--- src/rtl/seg7_pkg.sv ---
// seg7_pkg: segment patterns, dead-time length and leading-zero blank mask for the scan driver
package seg7_pkg;
    localparam logic [6:0] SEG_0    = 7'b0111111;
    localparam logic [6:0] SEG_1    = 7'b0000110;
    localparam logic [6:0] SEG_2    = 7'b1011011;
    localparam logic [6:0] SEG_3    = 7'b1001111;
    localparam logic [6:0] SEG_4    = 7'b1100110;
    localparam logic [6:0] SEG_5    = 7'b1101101;
    localparam logic [6:0] SEG_6    = 7'b1111101;
    localparam logic [6:0] SEG_7    = 7'b0000111;
    localparam logic [6:0] SEG_8    = 7'b1111111;
    localparam logic [6:0] SEG_9    = 7'b1101111;
    localparam logic [6:0] SEG_DASH = 7'b1000000;
    localparam int DEAD_CYC = 16;

    // bit k set when digit k>0 and every nibble from k up to n-1 is zero
    function automatic logic [7:0] blank_mask(input logic [31:0] d, input int n);
        logic z;
        blank_mask = '0;
        z = 1'b1;
        for (int k = 7; k >= 1; k--) begin
            if (k < n) begin
                z = z && (d[4*k +: 4] == 4'd0);
                blank_mask[k] = z;
            end
        end
    endfunction
endpackage

--- src/rtl/seg7_scan_drv_if.sv ---
// seg7_scan_drv_if: digit load side and display pin side of the scan driver
interface seg7_scan_drv_if #(parameter int NDIG = 4);
    logic            LD;
    logic [4*NDIG-1:0] DIN;
    logic            BLANK_LZ;
    logic [6:0]      SEG;
    logic [NDIG-1:0] AN;
    logic            FRAME;
    modport master (output LD, DIN, BLANK_LZ, input SEG, AN, FRAME);
    modport slave  (input LD, DIN, BLANK_LZ, output SEG, AN, FRAME);
endinterface

--- src/rtl/seg7_dec.sv ---
// seg7_dec: BCD nibble to active-high gfedcba pattern, dash for invalid codes
module seg7_dec
    import seg7_pkg::*;
(
    input  logic [3:0] nib,
    output logic [6:0] pat
);
    always_comb begin
        pat = SEG_DASH;
        case (nib)
            4'd0: pat = SEG_0;
            4'd1: pat = SEG_1;
            4'd2: pat = SEG_2;
            4'd3: pat = SEG_3;
            4'd4: pat = SEG_4;
            4'd5: pat = SEG_5;
            4'd6: pat = SEG_6;
            4'd7: pat = SEG_7;
            4'd8: pat = SEG_8;
            4'd9: pat = SEG_9;
            default: pat = SEG_DASH;
        endcase
    end
endmodule

--- src/rtl/seg7_scan_drv.sv ---
// seg7_scan_drv: multiplexed 7-segment scanner with registered outputs and leading-zero blanking.
// Define SEG7_DEADTIME_EN to blank the first DEAD_CYC cycles of every digit slot.
module seg7_scan_drv
    import seg7_pkg::*;
#(
    parameter int NDIG        = 4,
    parameter int SCAN_DIV    = 50000,
    parameter bit SEG_ACT_LOW = 1'b1,
    parameter bit AN_ACT_LOW  = 1'b1
) (
    input  logic CLK,
    input  logic RST,
    seg7_scan_drv_if.slave bus
);
    localparam int PW = $clog2(SCAN_DIV);
    localparam int IW = $clog2(NDIG);
    localparam logic [6:0]      SEG_OFF = {7{SEG_ACT_LOW}};
    localparam logic [NDIG-1:0] AN_OFF  = {NDIG{AN_ACT_LOW}};

    logic [4*NDIG-1:0] shadow;
    logic [PW-1:0]     presc;
    logic [IW-1:0]     idx;
    logic              slot_end, last_dig, blank, dead;
    logic [3:0]        nib;
    logic [6:0]        pat, seg_d;
    logic [7:0]        bmask;
    logic [NDIG-1:0]   an_d;

    assign slot_end = presc == PW'(SCAN_DIV - 1);
    assign last_dig = idx == IW'(NDIG - 1);
    assign nib      = shadow[4*int'(idx) +: 4];
    assign bmask    = blank_mask(32'(shadow), NDIG);
    assign blank    = bus.BLANK_LZ && bmask[idx];

`ifdef SEG7_DEADTIME_EN
    assign dead = 32'(presc) < DEAD_CYC;
`else
    assign dead = 1'b0;
`endif

    seg7_dec u_dec (.nib(nib), .pat(pat));

    // a blanked digit keeps its anode on; only dead-time releases the anodes
    assign seg_d = (dead || blank) ? SEG_OFF : pat ^ SEG_OFF;
    assign an_d  = dead ? AN_OFF : (NDIG'(1) << idx) ^ AN_OFF;

    always_ff @(posedge CLK) begin
        if (RST) begin
            shadow    <= '0;
            presc     <= '0;
            idx       <= '0;
            bus.SEG   <= SEG_OFF;
            bus.AN    <= AN_OFF;
            bus.FRAME <= 1'b0;
        end else begin
            if (bus.LD) shadow <= bus.DIN;
            presc <= slot_end ? '0 : presc + 1'b1;
            if (slot_end) idx <= last_dig ? '0 : idx + 1'b1;
            bus.SEG   <= seg_d;
            bus.AN    <= an_d;
            bus.FRAME <= slot_end && last_dig;
        end
    end
endmodule

--- src/flat_wrapper.sv ---
// flat-port wrapper written by rule: the top's interface ports become plain ports
module seg7_scan_drv_flat import seg7_pkg::*;
#(
    parameter int NDIG        = 4,
    parameter int SCAN_DIV    = 50000,
    parameter bit SEG_ACT_LOW = 1'b1,
    parameter bit AN_ACT_LOW  = 1'b1
)
  (CLK, RST, bus_LD, bus_DIN, bus_BLANK_LZ, bus_SEG, bus_AN, bus_FRAME);
  seg7_scan_drv_if #(.NDIG(NDIG)) bus_i ();
  input  logic CLK;
  input  logic RST;
  input wire logic [$bits(bus_i.LD)-1:0] bus_LD;
  input wire logic [$bits(bus_i.DIN)-1:0] bus_DIN;
  input wire logic [$bits(bus_i.BLANK_LZ)-1:0] bus_BLANK_LZ;
  output wire logic [$bits(bus_i.SEG)-1:0] bus_SEG;
  output wire logic [$bits(bus_i.AN)-1:0] bus_AN;
  output wire logic [$bits(bus_i.FRAME)-1:0] bus_FRAME;
  assign bus_i.LD = bus_LD;
  assign bus_i.DIN = bus_DIN;
  assign bus_i.BLANK_LZ = bus_BLANK_LZ;
  assign bus_SEG = bus_i.SEG;
  assign bus_AN = bus_i.AN;
  assign bus_FRAME = bus_i.FRAME;
  seg7_scan_drv #(.NDIG(NDIG), .SCAN_DIV(SCAN_DIV), .SEG_ACT_LOW(SEG_ACT_LOW), .AN_ACT_LOW(AN_ACT_LOW)) u_core (.CLK(CLK), .RST(RST), .bus(bus_i));
endmodule
--- config.mk ---
export PLATFORM = sky130hd
export DESIGN_NAME = seg7_scan_drv_flat
export DESIGN_NICKNAME = d
export VERILOG_FILES = /design/src/rtl/seg7_pkg.sv /design/src/rtl/seg7_scan_drv_if.sv /design/src/rtl/seg7_dec.sv /design/src/rtl/seg7_scan_drv.sv /design/src/flat_wrapper.sv
export SDC_FILE = /design/constraint.sdc
export NUM_CORES = 1
export LEC_CHECK = 0
export BUFFER_PORTS_ARGS = -buffer_cell sky130_fd_sc_hd__buf_4
export CAP_MARGIN = 20
export CORE_MARGIN = 3
export CORE_UTILIZATION = 45
export CTS_BUF_LIST = sky130_fd_sc_hd__clkbuf_8
export DETAILED_ROUTE_END_ITERATION = 16
export PLACE_DENSITY = 0.75
export RECOVER_POWER = 100
export SYNTH_ARGS = -nofsm -noshare
export SYNTH_HDL_FRONTEND = slang
export SYNTH_HIERARCHICAL = 1
export SYNTH_SLANG_ARGS = --single-unit
--- constraint.sdc ---
create_clock -name CLK -period 2.4 [get_ports CLK]
set_input_delay 0.72 -clock CLK [delete_from_list [all_inputs] [get_ports CLK]]
set_output_delay 0.72 -clock CLK [all_outputs]
set_load 0.02 [all_outputs]
==> results of run 1 <==
[through the flow]
| step | hold WS [ns] | std cells | worst slack [ns] | instance area (sq um) |
|---|---|---|---|---|
| 2_1_floorplan | 0.4412 | 216 | 0.3974 | 2107 |
| 3_3_place_gp | 0.4613 | 292 | 0.4468 | 2370 |
| 3_5_place_dp | 0.4652 | 292 | 0.3803 | 2370 |
| 4_1_cts | 0.4868 | 300 | 0.3701 | 2460 |
| 5_1_grt | 0.5179 | 300 | 0.1884 | 2397 |
| 6_report | 0.4864 | 300 | 0.3550 | 2397 |
[per-layer routing]
metal / wire, um / GRT usage [%]
met1: 1852 / 19.12
met2: 2055 / 28.20
met3: 128 / 4.189
met4: 42 / 5.929
met5: 0 / 0
[worst paths after layout]
path	to	slack (ns)	cells after the start
worst max-delay path	u_core/bus.SEG[3]$_SDFF_PP1_	0.36	5
worst min-delay path	u_core/presc[0]$_SDFF_PP0_	0.49	1
worst max register to register	u_core/bus.SEG[3]$_SDFF_PP1_	0.36	5
worst min register to register	u_core/presc[0]$_SDFF_PP0_	0.49	1
[sequential cells by signal (all words and copies together) (netlist names)]
signal	flops
u_core/presc	16
u_core/shadow	16
u_core/bus.SEG	7
u_core/bus.AN	4
u_core/idx	2
u_core/bus.FRAME	1
[synth_stat cells]
| library cell | n | share of area (%) |
|---|---|---|
| nand2_1 | 3 | 0.53 |
| o31a_1 | 1 | 0.42 |
| and4_1 | 1 | 0.42 |
| or4_1 | 3 | 1.1 |
| a21o_1 | 2 | 0.71 |
| a31o_2 | 1 | 0.42 |
| buf_2 | 1 | 0.24 |
| nor2_1 | 35 | 6.2 |
| nor3_1 | 4 | 0.95 |
| or3_1 | 1 | 0.30 |
| and2b_1 | 1 | 0.36 |
| o211ai_1 | 1 | 0.36 |
| nor4_1 | 6 | 1.8 |
| mux4_2 | 4 | 4.3 |
| nor2b_1 | 1 | 0.30 |
| inv_1 | 11 | 2.0 |
| mux2i_1 | 16 | 7.6 |
| or4_4 | 1 | 0.53 |
| o21bai_2 | 1 | 0.53 |
| buf_6 | 2 | 1.1 |
| o22ai_1 | 3 | 0.89 |
| nand3b_1 | 7 | 2.5 |
| a21oi_1 | 4 | 0.95 |
| mux2_4 | 1 | 0.71 |
| xnor2_1 | 8 | 3.3 |
| o21ai_0 | 4 | 0.95 |
| a22oi_1 | 1 | 0.36 |
| and3_1 | 1 | 0.30 |
| clkbuf_1 | 6 | 1.1 |
| nand2b_1 | 6 | 1.8 |
| nand4_1 | 7 | 2.1 |
| dfxtp_1 | 46 | 44 |
| xor2_1 | 5 | 2.1 |
| or4b_1 | 1 | 0.48 |
| ha_1 | 11 | 6.5 |
| or2_1 | 1 | 0.30 |
| and2_1 | 1 | 0.30 |
| nand3_1 | 7 | 1.7 |
[report_power, final]
part           internal [mW]  switching, mW
combinational         0.0736         0.0813
clock                  0.205          0.259
sequential             0.795         0.0198
[critical path, stage by stage (launching register included)]
cell	delay, ns
dfxtp_1	0.56
mux4_2	0.61
ha_1	0.22
mux2_1	0.30
o22ai_1	0.13
nand3b_1	0.09
[kinds of logic after synthesis]
kind of cell	Yosys count	synth area share, %
XOR/XNOR	13	5.404
AND/OR/NAND/NOR	87	21.85
multiplexers	21	12.59
adder cells (fa/ha/maj)	11	6.532
flip-flops	46	43.71
buffers and inverters	20	4.335
AO/OA/AOI/OAI	18	5.582
[cell type report]
cell class,count,area share (%)
multi-input cells,150,45.35
flip-flops and latches,46,38.41
repair buffers,33,8.038
clock buffers,5,2.871
well taps,52,2.714
inverters,11,1.722
clock inverters,3,0.8873
==> flow_metrics.tcl, run 1 <==
set metrics [dict create \
    drc_errors 0 \
    place_hpwl_um 2988 \
    grt_start_max_net_pins 32 \
    hold_buffers 0 \
    r2r_start "u_core/idx[0]$_SDFFE_PP0N_" \
    layout_min_cycle_time_ns 2.045 \
    dr.pass1.iters 4 \
    drv_cap 0 \
    drtIter0Drc 81 \
    n_antenna_cell 0 \
    wl_per_cell_um 13.59 \
    hp-start "u_core/presc[0]$_SDFF_PP0_" \
    post_cts_resized 0 \
    irDropWorstVdd_mv 0.3244 \
    cts_made_buffers 5 \
    nets 278 \
    seqCellArea_sq_um 920.9 \
    clock_latency_ns 0.29 \
    leakagePower_nw 0.9527 \
    hold_path.class "register to register" \
    startpoint_type "register" \
    n_fill_cell 438 \
    finalSetupTns_ns 0 \
    cp.required_ns 2.56 \
    status "finished, final reports clean" \
    drtAntennaViolNets 0 \
    power.density_mw_per_mm2 597.6 \
    path_max_fanout 9 \
    fin_util_pct 53.94 \
    h-tree-depth 2 \
    synth.avg_cell_area_sq_um 9.755 \
    rsz0062_at_grt "false" \
    port_buffers 31 \
    clock_path_buffers 2 \
    multi_input_area_sq_mm 0.001087 \
    clkSlewWorstSetupHoldPaths_ns 0.09 \
    worst_ep_arrival_time_ns 2.20 \
    ioPinCount 32 \
    die_area_sq_mm 0.005539 \
    critPathKind "register to register" \
    end_kind "register" \
    final_cell_mix "dfxtp_1, nor2_1, buf_4, mux2i_1, clkbuf_1" \
    rows 24 \
    track_usage_pct 16.20 \
    routed_wl_um 4078 \
    netlist_area_sq_mm 0.002107 \
    syn_to_final_growth_pct 13.78 \
    overflow 0 \
    grt_pass1_wl_um 6900 \
    ys_ff_latch 46 \
    cts_setup_buffers 0 \
    syn_inst 216 \
    die-width_um 74.43 \
    hold_viol_final 0 \
    root_buffer "clkbuf_8" \
    gp_congestion 0.8450 \
    cts_tree "yes" \
    core_sq_mm 0.004444 \
    fin_crit_sh_pct 85.21 \
    die_h_um 74.43 \
    drive_gt1_share_pct 13.31 \
    antenna_found_initial 0 \
    final_common_cell "dfxtp_1" \
    maxSlewHeadroom_pct 27.30 \
    mappedNetlistNets 247 \
    clock_sinks 46 \
    start_util_pct 47.41 \
    grt_pass1_vias 1506 \
    finalSetupViolations 0 \
    vias_per_cell 5.313 \
    yosysSeqAreaShare_pct 43.71 \
    vias 1594 \
    maxSlewViolCount 0 \
    startpoint "u_core/idx[0]$_SDFFE_PP0N_" \
    tightestPinTransition_ns 1.091 \
    timing.fmax_ghz 0.4890 \
    finalPower_mw 1.433 \
    clock_skew_ns 0.003790 \
    ys_types 38 \
    ys_warn_count 6 \
]
Note: power is estimated with default switching activity, not from simulation.
==> run 2: changes to the inputs <==
--- a/config.mk
+++ b/config.mk
@@ -5,13 +5,15 @@
 export SDC_FILE = /design/constraint.sdc
 export NUM_CORES = 1
 export LEC_CHECK = 0
+export ABC_AREA = 1
 export BUFFER_PORTS_ARGS = -buffer_cell sky130_fd_sc_hd__buf_4
 export CAP_MARGIN = 20
 export CORE_MARGIN = 3
 export CORE_UTILIZATION = 45
 export CTS_BUF_LIST = sky130_fd_sc_hd__clkbuf_8
 export DETAILED_ROUTE_END_ITERATION = 16
-export PLACE_DENSITY = 0.75
+export GPL_ROUTABILITY_DRIVEN = 0
+export PLACE_DENSITY = 0.74
 export RECOVER_POWER = 100
 export SYNTH_ARGS = -nofsm -noshare
 export SYNTH_HDL_FRONTEND = slang
==> run 2 against run 1 <==
Compared with the run above:
- die area is 5.5% higher
- total power decreased by 1.1%
- cell count up 33%
- global-route usage shrank 0.60 points
- sequential share of layout area is 1.6 points lower
- worst setup slack worse by 0.070 ns
- register-to-register slack worse by 0.07 ns
- first-iteration DRC count rose by 4.9%
- largest power group unchanged
==> flow_metrics.tcl, run 2 <==
set metrics [dict create \
    final_common_cell "nand2_1" \
    clock_latency_ns 0.30 \
    rsz0062_at_grt "false" \
    worst_ep_arrival_time_ns 2.28 \
    hold_viol_final 0 \
    maxSlewViolCount 0 \
    cts_setup_buffers 0 \
    drtIter0Drc 85 \
    ys_warn_count 6 \
    ys.flop_type "dfxtp_1" \
    layout_min_cycle_time_ns 2.115 \
    drc_errors 0 \
    die_h_um 76.43 \
    core_sq_mm 0.004564 \
    hold_buffers 0 \
    drtAntennaViolNets 0 \
    clkSlewWorstSetupHoldPaths_ns 0.08 \
    leakagePower_nw 1.049 \
    post_cts_resized 0 \
    wl_per_cell_um 10.81 \
    nets 365 \
    path_max_fanout 14 \
    finalPower_mw 1.417 \
    drive_gt1_share_pct 13.47 \
    path_cells "inv_1 > a21oi_1 > o21ai_0 > o21ai_0 > inv_1 > ha_1 > nand2_1 > nand2_1 > nand2_1 > nand2_1 > nand3_1" \
    grt_start_max_net_pins 21 \
    stdcell_count 399 \
    hold_path.class "register to register" \
    port_buffers 31 \
    routed_wl_um 4315 \
    startpoint_type "register" \
    start_util_pct 48.90 \
    syn_inst 304 \
    crit_family "flip-flops" \
    fin_crit_sh_pct 88.13 \
    synthTopCellsByCount "nand2_1, dfxtp_1, nor2_1" \
    root_buffer "clkbuf_8" \
    cts_tree "yes" \
    netlist_area_sq_mm 0.002232 \
    yosys.area.top_type "dfxtp_1" \
    die-width_um 76.43 \
    synth.avg_cell_area_sq_um 7.343 \
    largest_registers "u_core/presc: 16 flops, u_core/shadow: 16 flops, u_core/bus.SEG: 7 flops" \
    n_antenna_cell 0 \
    antenna_found_initial 0 \
    clock_sinks 46 \
    status "finished, final reports clean" \
    timing.fmax_ghz 0.4728 \
    ys_types 27 \
    finalSetupViolations 0 \
    syn_to_final_growth_pct 12.11 \
    ys_ff_latch 46 \
    worst_path_max_delay_cell "dfxtp_1" \
    grt_pass1_wl_um 7548 \
    critPathKind "register to register" \
    finalSetupTns_ns 0 \
    final_cell_mix "nand2_1, dfxtp_1, nor2_1, inv_1, o21ai_0" \
    critPathBufInv 2 \
    dr.pass1.iters 4 \
    path_depth 11 \
    drv_cap 0 \
    yosysSeqAreaShare_pct 41.26 \
    overflow 0 \
    yosysTopAreaCellShare_pct 41.26 \
    clock_path_buffers 2 \
    yosys-top-cells-area "dfxtp_1, nand2_1, nor2_1" \
    dp.cells 392 \
    n_fill_cell 474 \
    maxSlewHeadroom_pct 54.04 \
    cpMostUsedCell "nand2_1" \
    die_area_sq_mm 0.005842 \
    clock_skew_ns 0.006601 \
    mappedNetlistNets 335 \
    end_kind "register" \
    r2r_cells 11 \
    yosysMostFrequentCell "nand2_1" \
    irDropWorstVdd_mv 0.2607 \
    cp.required_ns 2.57 \
    min_path_cells 1 \
    rows 24 \
    tightestPinTransition_ns 0.6877 \
    track_usage_pct 15.59 \
    synthArstFlopShare_pct 0 \
    power.density_mw_per_mm2 566.2 \
    vias 1915 \
    vias_per_cell 4.799 \
    place_hpwl_um 3231 \
    grt_pass1_vias 1698 \
    fin_util_pct 54.82 \
    h-tree-depth 2 \
    ioPinCount 32 \
    synth_edf_count 0 \
    cts_made_buffers 5 \
    cpPeakStageDelay_ns 0.50 \
]
run 2: changes by cell type after synthesis, moves of 8 or more:
cell | previous run | this run
a21oi_1 | 4 | 15
inv_1 | 11 | 33
mux2i_1 | 16 | 0
nand2_1 | 3 | 61
nand3_1 | 7 | 20
nor2_1 | 35 | 44
nor2_2 | 0 | 8
o21ai_0 | 4 | 27
run 2: through the flow:
stage / worst slack [ns] / instance area [sq um] / hold WS [ns]
finish: 0.2848 / 2502 / 0.4681
global route: 0.03424 / 2502 / 0.5001
CTS: 0.2894 / 2579 / 0.4745
detailed placement: 0.3088 / 2500 / 0.4574
global placement: 0.4002 / 2500 / 0.4532
floorplan: 0.5870 / 2232 / 0.4336
run 2: area by class of cell:
class	count	area, sq um	area share (%)
sequential	46	920.9	36.80
clock inverter	2	10.01	0.4000
multi-input combinational	214	1099	43.90
tap	65	81.33	3.250
timing repair buffer	32	191.4	7.650
inverter	35	131.4	5.250
clock buffer	5	68.82	2.750
run 2: logic make-up after synthesis:
| kind of cell | share of synthesized area (%) |
|---|---|
| and+or+nand+nor | 31.17 |
| AOI/OAI and AO/OA | 11.55 |
| DFF | 41.26 |
| buffers and inverters | 8.296 |
| adders and majority gates | 6.166 |
| xor gates and xnor gates | 1.570 |
run 2: worst reg2reg max path: cells and delay by family, from the launching register on:
| family | cells | cell delay [ns] |
|---|---|---|
| adder cells (fa/ha/maj) | 1 | 0.32 |
| buffers and inverters | 2 | 0.42 |
| flip-flops | 1 | 0.50 |
| AND/OR/NAND/NOR | 5 | 0.33 |
| AO/OA/AOI/OAI | 3 | 0.42 |
run 2: power by group:
group | leakage, nW | internal [mW] | switching [mW]
logic | 0.627 | 0.0628 | 0.0978
clock network | 0.0438 | 0.196 | 0.244
registers | 0.378 | 0.798 | 0.0186
total | 1.05 | 1.06 | 0.360
run 2: final timing paths:
| kind | slack (ns) | start | endpoint |
|---|---|---|---|
| worst max register to register | 0.28 | u_core/idx[0]$_SDFFE_PP0N_ | u_core/bus.SEG[3]$_SDFF_PP1_ |
| worst min-delay path | 0.47 | u_core/presc[0]$_SDFF_PP0_ | u_core/presc[0]$_SDFF_PP0_ |
| worst max-delay path | 0.28 | u_core/idx[0]$_SDFFE_PP0N_ | u_core/bus.SEG[3]$_SDFF_PP1_ |
| worst min register to register | 0.47 | u_core/presc[0]$_SDFF_PP0_ | u_core/presc[0]$_SDFF_PP0_ |
run 2: routing by layer:
layer	track usage [%]	wire, um
met5	0	0
met4	6.522	84
met3	4.374	281
met2	24.69	1791
met1	19.84	2157
==> run 3: changes to the inputs <==
--- a/config.mk
+++ b/config.mk
@@ -17,5 +17,4 @@
 export RECOVER_POWER = 100
 export SYNTH_ARGS = -nofsm -noshare
 export SYNTH_HDL_FRONTEND = slang
-export SYNTH_HIERARCHICAL = 1
 export SYNTH_SLANG_ARGS = --single-unit
==> run 3 against run 2 <==
Compared with the run above:
- sequential share of layout area up 0.092 points
- global-route usage down 0.25 points
- register-to-register slack better by 0.10 ns
- synthesized area down 1.3%
- worst setup slack better by 0.10 ns
- die area down 1.2%
- utilization up 0.23 points
- clock power up 9.5%
- total power up 2.5%
- highest routed layer unchanged
- critical path type unchanged
==> flow_metrics.tcl, run 3 <==
set metrics [dict create \
    syn_to_final_growth_pct 13.35 \
    leakagePower_nw 0.9829 \
    wl_per_cell_um 11.01 \
    final_common_cell "nand2_1" \
    cts_tree "yes" \
    startpoint_type "register" \
    netlist_area_sq_mm 0.002202 \
    die-width_um 75.96 \
    h-tree-depth 2 \
    cp.required_ns 2.57 \
    n_fill_cell 455 \
    path_max_fanout 15 \
    place_ws_ns 0.5142 \
    root_buffer "clkbuf_8" \
    core_sq_mm 0.004534 \
    fin_crit_sh_pct 83.92 \
    rsz0062_at_grt "false" \
    cpMostUsedCell "nand3_1" \
    routed_wl_um 4393 \
    ioPinCount 32 \
    antenna_found_initial 0 \
    final_cell_mix "nand2_1, nor2_1, dfxtp_1, nand3_1, inv_1" \
    irDropWorstVdd_mv 0.2967 \
    yosysTopAreaCellShare_pct 41.82 \
    yosys.area.top_type "dfxtp_1" \
    yosys-top-cells-area "dfxtp_1, nand2_1, nor2_1" \
    worst_path_max_delay_cell "dfxtp_1" \
    worst_ep_arrival_time_ns 2.19 \
    drc_errors 0 \
    synthArstFlopShare_pct 0 \
    timing.fmax_ghz 0.4965 \
    n_antenna_cell 0 \
    clock_sinks 46 \
    synth_edf_count 0 \
    path_cells "inv_1 > nand2_1 > a32oi_1 > inv_1 > ha_1 > nand3_1 > nand3_1 > nand3_1" \
    maxSlewViolCount 0 \
    yosysSeqAreaShare_pct 41.82 \
    vias_per_cell 4.840 \
    finalPower_mw 1.453 \
    ys_warn_count 0 \
    die_h_um 75.96 \
    maxSlewHeadroom_pct 51.88 \
    nets 363 \
    vias 1931 \
    finalSetupTns_ns 0 \
    start_util_pct 48.57 \
    drive_gt1_share_pct 13.17 \
    post_cts_resized 0 \
    hold_viol_final 0 \
    yosysMostFrequentCell "nand2_1" \
    track_usage_pct 15.35 \
    finalSetupViolations 0 \
    timing.final.ws_setup_ns 0.3860 \
    grt_pass1_vias 1732 \
    grt_start_max_net_pins 19 \
    synth.avg_cell_area_sq_um 7.340 \
    end_kind "register" \
    hold_path.class "register to register" \
    tightestPinTransition_ns 0.7200 \
    cts_made_buffers 5 \
    layout_min_cycle_time_ns 2.014 \
    place_hpwl_um 3239 \
    drv_cap 0 \
    rows 24 \
    overflow 0 \
    largest_registers "u_core.presc: 16 flops, u_core.shadow: 16 flops, u_core.bus.SEG: 7 flops" \
    power.density_mw_per_mm2 582.1 \
    grt_pass1_wl_um 7472 \
    ys_types 28 \
    die_area_sq_mm 0.005769 \
    cts_setup_buffers 0 \
    drtIter0Drc 136 \
    clock_path_buffers 2 \
    hold_buffers 0 \
    clock_skew_ns 0.009218 \
    status "finished, final reports clean" \
    dr.pass1.iters 4 \
    syn_inst 300 \
    clock_latency_ns 0.30 \
    mappedNetlistNets 330 \
    cpPeakStageDelay_ns 0.47 \
    ys.flop_type "dfxtp_1" \
    critPathKind "register to register" \
    port_buffers 31 \
    ys_ff_latch 46 \
    synthTopCellsByCount "nand2_1, nor2_1, dfxtp_1" \
    clkSlewWorstSetupHoldPaths_ns 0.09 \
    drtAntennaViolNets 0 \
]
## run 3: cell count changes after synthesis, sizes merged, moves of 4 or more
cell and delta:
o21ai -10, nand3 +9, nor2 +9, nand2 +4, inv -10, a21oi -4
## run 3: final cells by class
| class | instances | area [sq um] | share of cell area [%] |
|---|---|---|---|
| clock inverter | 2 | 8.758 | 0.3509 |
| timing repair buffer | 32 | 191.4 | 7.669 |
| multi-input combinational | 222 | 1114 | 44.61 |
| tap | 65 | 81.33 | 3.258 |
| sequential | 46 | 920.9 | 36.89 |
| inverter | 26 | 97.59 | 3.910 |
| clock buffer | 6 | 82.58 | 3.308 |
## run 3: power by group
group	switching, mW	internal, mW	total [mW]
clock network	0.254	0.228	0.482
logic	0.0913	0.0611	0.152
registers	0.0194	0.799	0.818
## run 3: worst paths after layout
path / from / end / slack [ns] / cells past startpoint
setup / recovery: u_core.idx[0]$_SDFFE_PP0P_ / u_core.bus.SEG[3]$_SDFF_PP1_ / 0.39 / 8
setup reg to reg: u_core.idx[0]$_SDFFE_PP0P_ / u_core.bus.SEG[3]$_SDFF_PP1_ / 0.39 / 8
hold reg to reg: u_core.presc[0]$_SDFF_PP0_ / u_core.presc[0]$_SDFF_PP0_ / 0.47 / 1
hold / removal: u_core.presc[0]$_SDFF_PP0_ / u_core.presc[0]$_SDFF_PP0_ / 0.47 / 1
## run 3: cells by family (layout without fill, tap and decap cells)
logic type               count (synthesis)  after routing  share of synthesized area [%]
AND/OR/NAND/NOR                        176            176                          36.25
flip-flops                              46             46                          41.82
AO/OA/AOI/OAI                           32             32                          8.125
buffers and inverters                   32             66                          6.534
adder cells (fa/ha/maj)                 10             10                          5.682
XOR/XNOR                                 4              4                          1.591
## run 3: critical path, delay by kind of cell, from the launching register on
family / cells / cell delay (ns)
AND/OR/NAND/NOR: 4 / 0.36
AO/OA/AOI/OAI: 1 / 0.31
buffers and inverters: 2 / 0.45
flip-flops: 1 / 0.47
adder cells (fa/ha/maj): 1 / 0.30
## run 3: metrics by stage
| step | std cells | instance area, sq um | util [%] | hold slack, ns |
|---|---|---|---|---|
| final | 399 | 2496 | 55.05 | 0.4727 |
| after global routing | 399 | 2496 | 55.05 | 0.5030 |
| after CTS | 399 | 2569 | 56.65 | 0.4773 |
| after detailed placement | 391 | 2477 | 54.64 | 0.4574 |
| after global placement | 391 | 2477 | 54.64 | 0.4519 |
| after floorplan | 300 | 2202 | - | 0.4389 |
## run 3: per-layer routing
layer  track usage (%)  vias to the layer above  routed length (um)
li1                  -                     1024                   -
met1             20.00                      866                2263
met2             24.91                       39                1895
met3             4.621                        2                 207
met4             3.804                        0                  27
met5                 0                        -                   0
